$ cat src/rtl/pwm_sweep_gen.sv
// Multi-channel PWM on one shared period counter; each channel runs a fixed duty or a shared triangle sweep.
// Latency: one clock from counter compare to PWM pin. No backpressure: free-running while enable is high.
module pwm_sweep_gen #(
  parameter int CHANNELS   = 4,
  parameter int CNT_W      = 20,
  parameter int PERIOD     = 1000000,
  parameter int SWEEP_STEP = 10000
) (
  input  logic                      clk_100MHz,
  input  logic                      rst_n,
  input  logic                      enable,
  input  logic [CHANNELS-1:0]       mode,
  input  logic [CHANNELS*CNT_W-1:0] duty_in,
  input  logic                      duty_load,
  output logic [CHANNELS-1:0]       PWM,
  output logic                      period_tick,
  output logic                      sweep_dir
);

  localparam logic [CNT_W-1:0] CNT_LAST   = CNT_W'(PERIOD - 1);
  localparam logic [CNT_W-1:0] PERIOD_N   = CNT_W'(PERIOD);
  localparam logic [CNT_W-1:0] STEP_N     = CNT_W'(SWEEP_STEP);
  localparam logic [CNT_W:0]   PERIOD_EXT = (CNT_W+1)'(PERIOD);
  localparam logic [CNT_W:0]   STEP_EXT   = (CNT_W+1)'(SWEEP_STEP);

  typedef logic [CHANNELS-1:0][CNT_W-1:0] duty_vec_t;

  logic [CNT_W-1:0]    cnt_q, cnt_d;
  duty_vec_t           pend_q, pend_d;
  duty_vec_t           act_q, act_d;
  duty_vec_t           duty_words;
  duty_vec_t           eff_duty;
  logic [CNT_W-1:0]    sweep_q, sweep_d;
  logic                sweep_dir_q, sweep_dir_d;
  logic [CHANNELS-1:0] pwm_q, pwm_d;
  logic                tick_q, tick_d;
  logic                wrap;
  logic [CNT_W:0]      sweep_up;

  assign duty_words = duty_in;
  assign wrap       = enable && (cnt_q == CNT_LAST);

  always_comb begin
    cnt_d = '0;
    if (enable) begin
      cnt_d = wrap ? '0 : cnt_q + 1'b1;
    end
  end

  // Rising sum is one bit wider so the top of the sweep cannot wrap around.
  assign sweep_up = {1'b0, sweep_q} + STEP_EXT;

  always_comb begin
    sweep_d     = sweep_q;
    sweep_dir_d = sweep_dir_q;
    if (wrap) begin
      if (sweep_dir_q) begin
        if (sweep_up >= PERIOD_EXT) begin
          sweep_d     = PERIOD_N;
          sweep_dir_d = 1'b0;
        end else begin
          sweep_d = sweep_up[CNT_W-1:0];
        end
      end else begin
        if ({1'b0, sweep_q} <= STEP_EXT) begin
          sweep_d     = '0;
          sweep_dir_d = 1'b1;
        end else begin
          sweep_d = sweep_q - STEP_N;
        end
      end
    end
  end

  // Active words shadow the pending ones: parked counter tracks them, a running one only swaps at wrap.
  always_comb begin
    pend_d = duty_load ? duty_words : pend_q;
    act_d  = act_q;
    for (int i = 0; i < CHANNELS; i++) begin
      if (!enable) begin
        act_d[i] = pend_q[i];
      end else if (wrap && duty_load) begin
        act_d[i] = duty_words[i];
      end else if (wrap && !mode[i]) begin
        act_d[i] = pend_q[i];
      end
    end
  end

  always_comb begin
    eff_duty = act_q;
    pwm_d    = '0;
    for (int i = 0; i < CHANNELS; i++) begin
      if (mode[i]) begin
        eff_duty[i] = sweep_q;
      end
      pwm_d[i] = enable && (cnt_q < eff_duty[i]);
    end
  end

  assign tick_d = wrap;

  always_ff @(posedge clk_100MHz or negedge rst_n) begin
    if (!rst_n) begin
      cnt_q       <= '0;
      pend_q      <= '0;
      act_q       <= '0;
      sweep_q     <= '0;
      sweep_dir_q <= 1'b1;
      pwm_q       <= '0;
      tick_q      <= 1'b0;
    end else begin
      cnt_q       <= cnt_d;
      pend_q      <= pend_d;
      act_q       <= act_d;
      sweep_q     <= sweep_d;
      sweep_dir_q <= sweep_dir_d;
      pwm_q       <= pwm_d;
      tick_q      <= tick_d;
    end
  end

  assign PWM         = pwm_q;
  assign period_tick = tick_q;
  assign sweep_dir   = sweep_dir_q;

endmodule

$ cat config.mk
export PLATFORM = sky130hd
export DESIGN_NAME = pwm_sweep_gen
export DESIGN_NICKNAME = d
export VERILOG_FILES = /design/src/rtl/pwm_sweep_gen.sv
export SDC_FILE = /design/constraint.sdc
export NUM_CORES = 1
export LEC_CHECK = 0
export ABC_AREA = 1
export CELL_PAD_IN_SITES_DETAIL_PLACEMENT = 1
export CELL_PAD_IN_SITES_GLOBAL_PLACEMENT = 2
export CORE_MARGIN = 2
export CORE_UTILIZATION = 39
export DETAILED_ROUTE_END_ITERATION = 16
export GPL_ROUTABILITY_DRIVEN = 0
export GPL_TIMING_DRIVEN = 0
export PLACE_DENSITY = 0.84
export SYNTH_ARGS = -nofsm -noshare
export SYNTH_HDL_FRONTEND = slang
export SYNTH_SLANG_ARGS = --single-unit
$ cat constraint.sdc
create_clock -name clk_100MHz -period 4.8 [get_ports clk_100MHz]
set_input_delay 0.48 -clock clk_100MHz [delete_from_list [all_inputs] [get_ports clk_100MHz]]
set_output_delay 0.48 -clock clk_100MHz [all_outputs]
set_load 0.05 [all_outputs]
After elaboration in Yosys (flattened, before gate mapping)
Cells that the tools add are included.
{ "word_totals": {"register_bits": 206, "in_bits": 88} }
{ "op_classes": {"add_sub_neg": 3, "order_cmp": 6, "n_eq_ne": 5, "mux": 24, "n_reduce_logical": 14} }
{ "op_table": {"columns": ["cell", "count"], "rows": [
  ["2-to-1 mux 20 bit", 21],
  ["< comparator 20 bit", 4],
  ["adder 20 x 14 -> 21 bit (second input constant)", 1],
  [">= comparator 21 x 20 -> 1 bit (second input constant)", 1],
  ["adder 20 x 1 -> 20 bit (second input constant)", 1],
  ["equality test 20 bit (second input constant)", 1],
  ["less-or-equal comparator 20 x 14 -> 1 bit (second input constant)", 1],
  ["subtractor 20 x 14 -> 20 bit (second input constant)", 1],
  ["inequality test 3 x 1 -> 1 bit (second input constant)", 4],
  ["logical AND 1 bit", 10],
  ["zero test 1 bit", 4],
  ["2-to-1 mux 1 bit", 3]
]} }

Depth between registers and ports, before layout
{ "depth": {"ltp_word": 6, "depth_mapped": 15} }

Worst setup path after synthesis
OpenSTA, ideal clock, no wires.
{ "synth_path": {"kind": "in2reg", "start": "in mode[1]", "end": "reg pwm_q[1] (netlist: PWM[1])", "setup_ns": 0.086, "t_arrival_ns": 2.136, "required_ns": 4.714, "setup_slack_ns": 2.578, "stages": 12, "n_path_buf": 2, "cell_sequence": "clkbuf_1 -> buf_1 -> nand2_1 -> o21ai_0 -> ha_1 -> nand2_1 -> inv_1 -> o21ai_0 -> a21oi_1 -> a2111oi_0 -> nand2_1 -> nor3_1"} }
{ "synth_between": {"elab_chain_cells": 3} }
{ "synth_lines": {"columns": ["item", "line", "rtl"], "rows": [
  ["from (decl)", "12", "input logic [CHANNELS-1:0] mode,"],
  ["2-to-1 mux 20 bit", "94", "if (mode[i]) begin"],
  ["< comparator 20 bit", "97", "pwm_d[i] = enable && (cnt_q < eff_duty[i]);"],
  ["logical AND 1 bit", "97", null],
  ["named net pwm_d[1]", "35", "logic [CHANNELS-1:0] pwm_q, pwm_d;"],
  ["to (signal assigned)", "118", "pwm_q <= pwm_d;"],
  ["to (decl)", "35", null]
]} }
The timed path passes the listed nets, and every way through them passes these cells.
A chain may end at the register's enable or synchronous reset.

Worst setup path in the final report
{ "layout_path": {"start": "reg sweep_q[13]", "end": "reg pwm_q[1] (netlist: PWM[1])"} }
{ "layout_between": {"elab_chain_cells": 3} }
{ "layout_lines": {"columns": ["item", "line", "rtl"], "rows": [
  ["from (decl)", "33", "logic [CNT_W-1:0] sweep_q, sweep_d;"],
  ["from (signal assigned)", "116", "sweep_q <= sweep_d;"],
  ["2-to-1 mux 20 bit", "94", null],
  ["< comparator 20 bit", "97", null],
  ["logical AND 1 bit", "97", null],
  ["named net pwm_d[1]", "35", null]
]} }
The timed path passes the listed nets, and every way through them passes these cells.

==> run summary <==
The die outline height was 187 um; the later-pin clock latency in the skew report was 0.55 ns. TritonCTS built the clock tree. The die boundary width came out at 187 um. In this run the deepest clock path goes through 3 buffers. In this run the remaining antenna-violating nets after routing total 0. The number of global-route vias before repair is 12000, and the clock-pin slew reported for the worst setup and hold paths after clock tree synthesis is 0.06 ns. The synthesized design contains 0 enable-type register cells. The setup fix buffers added after clock tree synthesis is 0. The worst setup path is of the register to register kind. The worst setup path is launched from a register. Power spread over the standard cell area amounts to 301 nW/um^2.

The path class of the tightest hold or removal check is input pin to async pin. The final number of hold-violating endpoints was 11. The mean area per synthesized cell is 8.18 um^2, and the max-slew violation total from the final report is 0. The tools report the critical path endpoint category as a register. The number of clock buffers added by TritonCTS is 26. At the pin with the least slew margin, the transition time is 0.919 ns. For the worst endpoint required time, the log shows 5.22 ns. The die covers 35000 um^2.

The logs give 14600 um^2 for the standard cell area after detailed placement and 39.3% for the starting density of the core. The run gives 2182 as the non-filler instance count after layout. For the share of the yosys chip area belonging to registers, the log shows 38.7%.

Row generation in the floorplan step produced 67 rows. The layout overhead on the synthesized area is 18.2%. For this run, the number of Yosys warnings is 0. The count of pins on the block boundary came out at 94. Based on the critical path, the design can be clocked at up to 329 MHz. The run finished, with violations left. With fillers left out, the area of the finished cells amounts to 15500 um^2. The pre-antenna-repair detailed-routing pass consisted of 4 iterations. The number of sinks driven by the clock tree is 202. The antenna diode instance count is 0.

The run gives 3.45 ns as the arrival time reported for the critical path endpoint. Synthesis produced a netlist whose cell count is 1598. The checks that failed: hold timing. The number of failing setup endpoints in the final timing report is 0, and the number of I/O port buffers is 88. The maximum fanout along the worst path works out to 10.

Setup repair after global routing left no endpoint under its margin. Per-cell routed wire length: 18.9 um. Cells with a size suffix above 1 make up 16.1% of the layout. For this block, the via count after detailed routing is 11300. The wire-length estimate of the detail-placed layout is 31300 um. The core region is 33300 um^2. The net count of the finished layout is 1883. The root buffer cell was clkbuf_16. For the overall track demand over capacity in global routing, the log shows 24.0%. The final critical path time including I/O delays and setup works out to 3.04 ns. The most instantiated flip-flop cell in the synthesis netlist is dfrtp_1. The number of gates resized after CTS is 0.

The worst pin sits at a relative slew slack of 38.7%. The number of antenna violations at the first check in global routing is 2, and the leakage power total is 7.67 nW. The clock arrives with 0.0240 ns of skew.

The total number of H-tree levels was 1; the mean number of vias per cell was 5.18. In the routed design, unresolved DRC markers number 0. The number of max-capacitance violations reported is 0. Synthesis produced a netlist with a net count of 1766.

Entering global routing, the biggest net connects 108 pins. The number of synthesized register bits is 202. Adding up every negative setup slack in the final design gives 0 ns. IR analysis of the VDD net gives a maximum drop of 0.293 mV. The worst hold margin was -0.0110 ns; the total congestion overflow after global routing was 0. The tools report the mapped cell area as 13100 um^2. After layout, the worst path uses 63.3% of the clock period. Once placement completed, the tool counted placed cells totaling 2135. The fraction of registers with async set or reset after synthesis was 100%; the DRC marker count from the first detailed-route iteration was 540. After synthesis, the netlist uses 43 different library cells. For this design, the CTS-stage hold fixing added 0 buffers. The first global-routing pass estimated 66800 um of wire. The post-detailed-routing wire length was 41300 um.
per-stage QoR:
step,utilization (%),setup WS (ns),power (W)
final,46.5,1.76,0.00465
after global routing,46.5,1.52,0.00489
after CTS,46.5,1.78,0.00472
after detailed placement,43.7,1.35,0.00263
after global placement,43.6,-5.89,0.00260
after floorplan,-,2.58,0.00235
layout make-up:
cell class | instances | area [um^2]
buffer | 82 | 509
clock buffer | 38 | 776
clock inverter | 9 | 136
timing repair buffer | 89 | 913
tap | 448 | 561
multi-input combinational | 1074 | 6610
fill | 4028 | 17800
sequential | 202 | 5060
inverter | 240 | 903
power breakdown:
group,switching [W],internal (W)
logic,0.000402,0.000270
registers,0.0000799,0.00184
clock network,0.000781,0.00128
cells in the final DEF, fill, tap and decap left out, types with 23 or more instances in the layout:
cell,instances
nand4_1,24
nor2_1,59
ha_1,80
dfrtp_1,201
a21oi_1,59
o21ai_2,78
nand3_1,46
o21ai_0,167
nand2_1,387
o211ai_2,80
nor3_1,23
clkdlybuf4s50_1,87
inv_1,225
clkbuf_1,40
clkbuf_16,26
cells in the mapped netlist, drive strengths merged, types with 4 or more instances:
cell	instances	area [um^2]
nand2	394	1510
o21ai	254	1610
inv	238	896
dfrtp	201	5030
o211ai	85	1040
ha	80	1000
nor2	64	268
a21oi	60	304
nand3	47	248
buf	46	374
clkbuf	36	135
nor3	26	145
nand4	25	163
xor2	13	114
nor4	5	31.3
o31a	5	43.8
a2111oi	4	35.0
state kept, by name, summed over array words and instances (netlist names):
name,count
pend_q,80
PWM,4
act_q,80
sweep_q,16
period_tick,1
cnt_q,20
sweep_dir,1
critical path, cell delays in order, from the launching register on:
cell	delay [ns]
dfrtp_1	0.36
buf_2	0.19
inv_1	0.15
buf_2	0.31
nand2_1	0.08
o21ai_0	0.13
ha_1	0.30
nand2_1	0.08
inv_1	0.03
o21ai_0	0.13
a21oi_1	0.10
a2111oi_0	0.53
nand2_1	0.18
nor3_1	0.34
metal layers:
metal | vias up | share of wire [%] | track usage, %
met5 | - | 0.068 | 0
met4 | 4 | 2.6 | 6.50
met3 | 63 | 3.4 | 2.95
met2 | 155 | 46 | 39.1
met1 | 5570 | 48 | 33.8
li1 | 5507 | - | -
worst paths after layout:
path	start	endpoint	slack, ns	depth (start not counted)
setup / recovery	sweep_q[13]	PWM[1]	1.76	13
hold / removal	rst_n	pend_q[36]	-0.01	1
setup reg to reg	sweep_q[13]	PWM[1]	1.76	13
hold reg to reg	pend_q[12]	pend_q[12]	0.52	2
max in group asynchronous	rst_n	act_q[45]	3.80	2
min in group clk_100MHz	pend_q[12]	pend_q[12]	0.52	2
kinds of logic (layout without fill, tap and decap cells):
family / Yosys count / after routing / synth area share [%]
AND/OR/NAND/NOR: 564 / 564 / 18.3
AO/OA/AOI/OAI: 414 / 414 / 23.5
buffers and inverters: 322 / 458 / 10.8
flip-flops: 202 / 202 / 38.7
adder cells (fa/ha/maj): 80 / 80 / 7.65
XOR/XNOR: 16 / 16 / 1.07
(Power assumes the default switching activity.)
